**config.mk**
```make
export PLATFORM = sky130hd
export DESIGN_NAME = first_nios2_system_sysid_timeout
export DESIGN_NICKNAME = d
export VERILOG_FILES = /design/src/rtl/first_nios2_system_sysid_timeout.sv
export SDC_FILE = /design/constraint.sdc
export NUM_CORES = 1
export LEC_CHECK = 0
export ABC_AREA = 1
export BUFFER_PORTS_ARGS = -buffer_cell sky130_fd_sc_hd__buf_2
export CORE_MARGIN = 2
export CORE_UTILIZATION = 30
export CTS_BUF_LIST = sky130_fd_sc_hd__clkbuf_16
export DETAILED_ROUTE_END_ITERATION = 8
export GPL_TIMING_DRIVEN = 1
export REMOVE_ABC_BUFFERS = 1
export SETUP_SLACK_MARGIN = 0.02
export SYNTH_ARGS = -nofsm -noshare
export SYNTH_HDL_FRONTEND = slang
export SYNTH_SLANG_ARGS = --single-unit
export TNS_END_PERCENT = 30
```
**constraint.sdc**
```tcl
create_clock -name clock -period 1.45 [get_ports clock]
set_input_delay 0.0725 -clock clock [delete_from_list [all_inputs] [get_ports clock]]
set_output_delay 0.0725 -clock clock [all_outputs]
set_load 0.1 [all_outputs]
```
**src/rtl/first_nios2_system_sysid_timeout.sv**
```systemverilog
// Per-read stall counter. Cleared while no read is pending or when a read
// completes, counts cycles the slave stalls, and flags when the stall budget
// has been used up. The count saturates at the limit.
module first_nios2_system_sysid_timeout
#(
   parameter int unsigned TIMEOUT_CYCLES = 255
) (
   input  logic clock,
   input  logic reset,
   input  logic clear,
   input  logic stall,
   output logic expired
);

   localparam logic [15:0] LIMIT = 16'(TIMEOUT_CYCLES);

   logic [15:0] count_q;
   logic [15:0] count_d;

   // Next count: clear has priority, otherwise count stalled cycles up to the limit.
   always_comb begin
      count_d = count_q;
      if (clear) begin
         count_d = 16'd0;
      end else if (stall && (count_q != LIMIT)) begin
         count_d = count_q + 16'd1;
      end else begin
         count_d = count_q;
      end
   end

   // Counter register with synchronous reset.
   always_ff @(posedge clock) begin
      if (reset) begin
         count_q <= 16'd0;
      end else begin
         count_q <= count_d;
      end
   end

   assign expired = (count_q == LIMIT);

endmodule

```
==> results.json, run 1 <==
{
  "clockRootBuffer": "clkbuf_16",
  "hpwl_um": 1580,
  "setup.worst_path.end_class": "primary output",
  "synth_area_um2": 937,
  "start_util": 0.312,
  "arrival_ns": 1.34,
  "combPwrFrac": 0.043,
  "outcome": "completed",
  "synth_top_area_share": 0.342,
  "fin_util": 0.419,
  "switchingPower_w": 0.000215,
  "cts_tree": "done",
  "hold_violations": 0,
  "gr-total-overflow": 0,
  "area_delta_synth_final_pct": 34.3,
  "clk_pin_slew_ns": 0.05,
  "yosys.area.top_type": "dfxtp_1",
  "post_synth.cell_area_avg_um2": 6.33,
  "gp_congestion": 0.855,
  "nets": 178,
  "holdPathStages": 4,
  "synth-seq-cells": 16,
  "netlist-cell-type-count": 21,
  "grt_usage": 0.144,
  "yosysWarningCount": 0,
  "htreeDepth": 1,
  "cts.sinks": 16,
  "rows": 20,
  "clock_skew_ns": 0.00461,
  "ir_drop_mv": 0.471,
  "grt_pass1_vias": 887,
  "p_total_w": 0.00104,
  "clock_latency_ns": 0.25,
  "worstPathMaxFanout": 6,
  "wirelength_um": 2240,
  "ff2ff_path_depth": 8,
  "portBuffers": 4,
  "drt_iter0_markers": 25,
  "pin_count": 5,
  "p_sw_frac": 0.207,
  "rr_startpoint": "count_q[1]",
  "largest_register_ffs": 16,
  "period_share": 0.973,
  "max_freq_ghz": 0.709,
  "antenna_found_initial": 0,
  "wl_per_cell_um": 10.9,
  "period_minus_slack_ns": 1.41,
  "slew_violations": 0,
  "worstMarginPinSlew_ns": 0.332,
  "drive_gt1_frac": 0.256,
  "rsz0062_at_grt": "yes",
  "die-area_um2": 3590,
  "drc": 0,
  "regMostFlops": "count_q",
  "hold_start": "reset",
  "p_int_w": 0.000826,
  "power_density_nw_per_um2": 827,
  "grt_pass1_wl_um": 3860,
  "relSlewSlack": 0.779,
  "reg.largest.list": "count_q x16",
  "clockBufferDepth": 2,
  "dr.pass1.iters": 4,
  "num_vias": 966,
  "finalInstanceArea_um2": 1260,
  "synthTopCellsByArea": "dfxtp_1, nand2_1, nor2_1",
  "syn_inst": 148,
  "grt_max_degree": 15,
  "fin_ws_ns": 0.0394,
  "place_ws_ns": -0.0403,
  "placed_area_um2": 1090,
  "fin_hold_ws_ns": 0.210,
  "fp.dieW_um": 59.9,
  "yosysSeqAreaShare": 0.342,
  "drv_cap": 0,
  "core_um2": 3000,
  "p_seq_frac": 0.428,
  "start_kind": "register",
  "viasPerCell": 4.71,
  "critPathLaunch": "count_q[11]",
  "cts_buffers": 3,
  "worstSetupPathType": "register to primary output",
  "hp-class": "input port to register",
  "clkPwrFrac": 0.528,
  "worstPathRequired_ns": 1.38,
  "die_h_um": 59.9,
  "diodes": 0,
  "p_leak_nw": 0.467,
  "ant_nets": 0,
  "setup_violations": 0
}
## power groups by stage
stage               Clock, W  Combinational [W]  Sequential [W]
detailed placement         0          0.0000427        0.000453
global placement           0          0.0000417        0.000453
CTS                 0.000556          0.0000430        0.000445
global route        0.000583          0.0000494        0.000445
finish              0.000550          0.0000452        0.000446
floorplan                  0          0.0000184        0.000454
## worst max-delay path, cell delays in order (launching register included)
cell and delay (ns):
dfxtp_1 0.33, nor2_1 0.11, nand2_1 0.08, nor2_2 0.22, nand2_4 0.10, inv_2 0.08
buf_12 0.17
## path summary, 6_finish.rpt
| check | endpoint | slack, ns |
|---|---|---|
| setup / recovery | expired | 0.04 |
| hold / removal | count_q[2] | 0.21 |
| setup reg to reg | count_q[12] | 0.05 |
| hold reg to reg | count_q[10] | 0.48 |
## what timing repair did
item	in CTS	in global routing
resized for setup	8	7
setup endpoints to repair	4	11
hold buffers	0	0
buffers inserted	2	3
endpoints found under the hold margin	0	0
pin swaps	3	2
## per-stage QoR
stage          instances  TNS [ns]
4_1_cts              202         0
5_1_grt              205    -0.119
2_1_floorplan        146    -0.222
3_3_place_gp         196   -0.0184
6_report             205         0
3_5_place_dp         196   -0.0621
## final cells by class
cell class                 instances  area [um^2]
fill                             304         1740
multi-input combinational        113          579
sequential                        16          325
timing repair buffer              22          170
clock buffer                       3         75.1
inverter                          17         63.8
tap                               33         41.3
clock inverter                     1         3.75
## layout by cell type, fill, tap and decap left out, drive strengths merged
cell	instances
clkinv	2
o21ai	7
xor2	2
nand3b	1
dfxtp	16
ha	1
nand4	4
inv	16
nand3	13
and2	1
clkbuf	3
nor3	1
a21oi	13
buf	22
nand2	39
nor2	29
xnor2	2
## per-layer routing
metal | track usage | vias to the layer above | part of all wire
li1 | - | 521 | -
met1 | 0.183 | 425 | 0.47
met2 | 0.224 | 13 | 0.48
met3 | 0.0195 | 7 | 0.015
met4 | 0.0984 | 0 | 0.034
met5 | 0 | - | 0
## kinds of logic (layout without fill, tap and decap cells)
group	count (synthesis)	in the layout	share of synthesized area
buffers and inverters	19	43	0.0854
XOR/XNOR	4	4	0.0374
flip-flops	16	16	0.342
AND/OR/NAND/NOR	88	88	0.415
adder cells (fa/ha/maj)	1	1	0.0133
AO/OA/AOI/OAI	20	20	0.107
## cell usage after synthesis
master / count
nor2_1: 25
buf_2: 1
nand3_1: 11
nand4_1: 4
inv_1: 16
ha_1: 1
nor2_2: 4
nor3_1: 1
nand3b_1: 1
buf_6: 1
o21ai_1: 1
nand2_1: 37
nand3_2: 2
clkinv_1: 1
o21ai_0: 6
and2_1: 1
xnor2_1: 2
xor2_1: 2
a21oi_1: 13
nand2_2: 2
dfxtp_1: 16
No activity file was read; power rests on OpenSTA's default activity.
==> run 2: changes to the inputs <==
CORE_MARGIN = unset   (was 2)
PLACE_DENSITY = 0.59   (was unset)
==> run 2 against run 1 <==
- the flow now finishes with violations (design-rule violations)
- die area shrank 6.6%
- final area shrank 1.9%
- final cell count is 2.4% lower
- maximum frequency fell by 0.52%
- non-clock buffer count down 3
- worst hold slack gained 0.0042 ns
- clock power is 0.9% lower
- register-to-register slack about the same
- worst setup slack got worse by 0.0073 ns
- via count rose by 1.4%
- sequential power about the same
- clock-buffer cell count unchanged
- largest cell class unchanged
==> results.json, run 2 (synthesis results as in run 1) <==
{
  "nets": 175,
  "busiest_layer": "met2",
  "grt_use_met2": 0.250,
  "outcome": "finished, violations left",
  "critPathMaxStageDelay_ns": 0.34,
  "fin_hold_ws_ns": 0.215,
  "drc": 1,
  "grtUsageMet3": 0.0335,
  "core_um2": 2850,
  "rsz0062_at_grt": "yes",
  "grt_max_degree": 15,
  "place_ws_ns": -0.0668,
  "htreeDepth": 1,
  "relSlewSlack": 0.807,
  "failed_checks": "design-rule violations",
  "critical-path-top-delay-family": "simple AND/OR/NAND/NOR gates",
  "period_share": 0.978,
  "hp-class": "input port to register",
  "wirelength_um": 2330,
  "cts.sinks": 16,
  "worstPathMaxFanout": 4,
  "drive_gt1_frac": 0.231,
  "final_common_cell": "nand2_1",
  "setup.worst_path.end_class": "primary output",
  "finalInstanceArea_um2": 1230,
  "cts_buffers": 3,
  "clockBufferDepth": 2,
  "start_util": 0.329,
  "period_minus_slack_ns": 1.42,
  "gr-total-overflow": 0,
  "wl_per_cell_um": 11.6,
  "diodes": 0,
  "fp.dieW_um": 57.9,
  "area_delta_synth_final_pct": 31.8,
  "setup_violations": 0,
  "path_cells": "ha_4 -> nand3_2 -> nor2_4 -> nand2_4 -> inv_2 -> buf_12",
  "die-area_um2": 3350,
  "arrival_ns": 1.35,
  "cts_tree": "done",
  "p_leak_nw": 0.454,
  "worstSetupPathType": "register to primary output",
  "start_kind": "register",
  "ir_drop_mv": 0.453,
  "dr.pass1.iters": 6,
  "drt_iter0_markers": 30,
  "multi_input_area_um2": 581,
  "worstMarginPinSlew_ns": 0.288,
  "worstPathRequired_ns": 1.38,
  "drv_cap": 0,
  "clockRootBuffer": "clkbuf_16",
  "clock_latency_ns": 0.25,
  "crit_slowest_cell": "dfxtp_2",
  "hpwl_um": 1620,
  "rows": 19,
  "clock_skew_ns": 0.00298,
  "reg.largest.list": "count_q x16",
  "path_buf_inv": 2,
  "placed_area_um2": 1070,
  "regMostFlops": "count_q",
  "hold_violations": 0,
  "clk_pin_slew_ns": 0.05,
  "fin_ws_ns": 0.0321,
  "ant_nets": 0,
  "layout_common_cells": "nand2_1, nor2_1, inv_1, buf_4",
  "fin_setup_tns_ns": 0,
  "largest_register_ffs": 16,
  "max_freq_ghz": 0.705,
  "pin_count": 5,
  "fillers": 306,
  "grt_pass1_vias": 914,
  "num_vias": 980,
  "slew_violations": 0,
  "gp_congestion": 0.801,
  "antenna_found_initial": 0,
  "use_met1": 0.199,
  "viasPerCell": 4.90,
  "grt_pass1_wl_um": 3970,
  "grt_usage": 0.154,
  "seq_area_um2": 325,
  "die_h_um": 57.9,
  "portBuffers": 4,
  "power_density_nw_per_um2": 838
}
==> run 2: where the power goes <==
| group | internal, W | switching, W |
|---|---|---|
| Combinational | 0.0000151 | 0.0000289 |
| Sequential | 0.000443 | 0.00000244 |
| Clock | 0.000366 | 0.000179 |
==> run 2: timing repair <==
action / 4_1_cts / 5_1_grt
pin swaps: 4 / 3
gates resized for setup: 10 / 5
hold buffers: 0 / 0
buffers inserted: 3 / 2
endpoints found under the setup margin: 13 / 9
==> run 2: worst paths after layout <==
kind | from | end | slack [ns] | depth (start not counted)
hold / removal | reset | count_q[6] | 0.21 | 4
setup / recovery | count_q[1] | expired | 0.03 | 6
setup reg to reg | count_q[1] | count_q[12] | 0.06 | 8
hold reg to reg | count_q[10] | count_q[10] | 0.46 | 2
==> run 2: worst min-delay path: cells and delay by family <==
kind,cells,cell delay (ns)
and+or+nand+nor,1,0.04
AOI/OAI and AO/OA,1,0.06
buffers and inverters,2,0.24
==> run 2: cell type report <==
cell class / instances / area share
timing repair buffer: 19 / 0.120
inverter: 17 / 0.0517
multi-input combinational: 113 / 0.470
clock inverter: 1 / 0.00304
sequential: 16 / 0.263
clock buffer: 3 / 0.0608
tap: 31 / 0.0314
==> run 2: layer usage <==
layer  up-vias  wire length, um  part of all wire
met3         5               91             0.039
li1        516                -                 -
met1       436             1110              0.48
met4         0               30             0.013
met2        23             1100              0.47
met5         -                0                 0
==> run 2: through the flow <==
| step | power (W) | utilization | cells |
|---|---|---|---|
| global route | 0.00107 | 0.433 | 200 |
| CTS | 0.00104 | 0.423 | 198 |
| floorplan | 0.000473 | - | 146 |
| detailed placement | 0.000495 | 0.375 | 191 |
| finish | 0.00104 | 0.433 | 200 |
| global placement | 0.000493 | 0.375 | 191 |
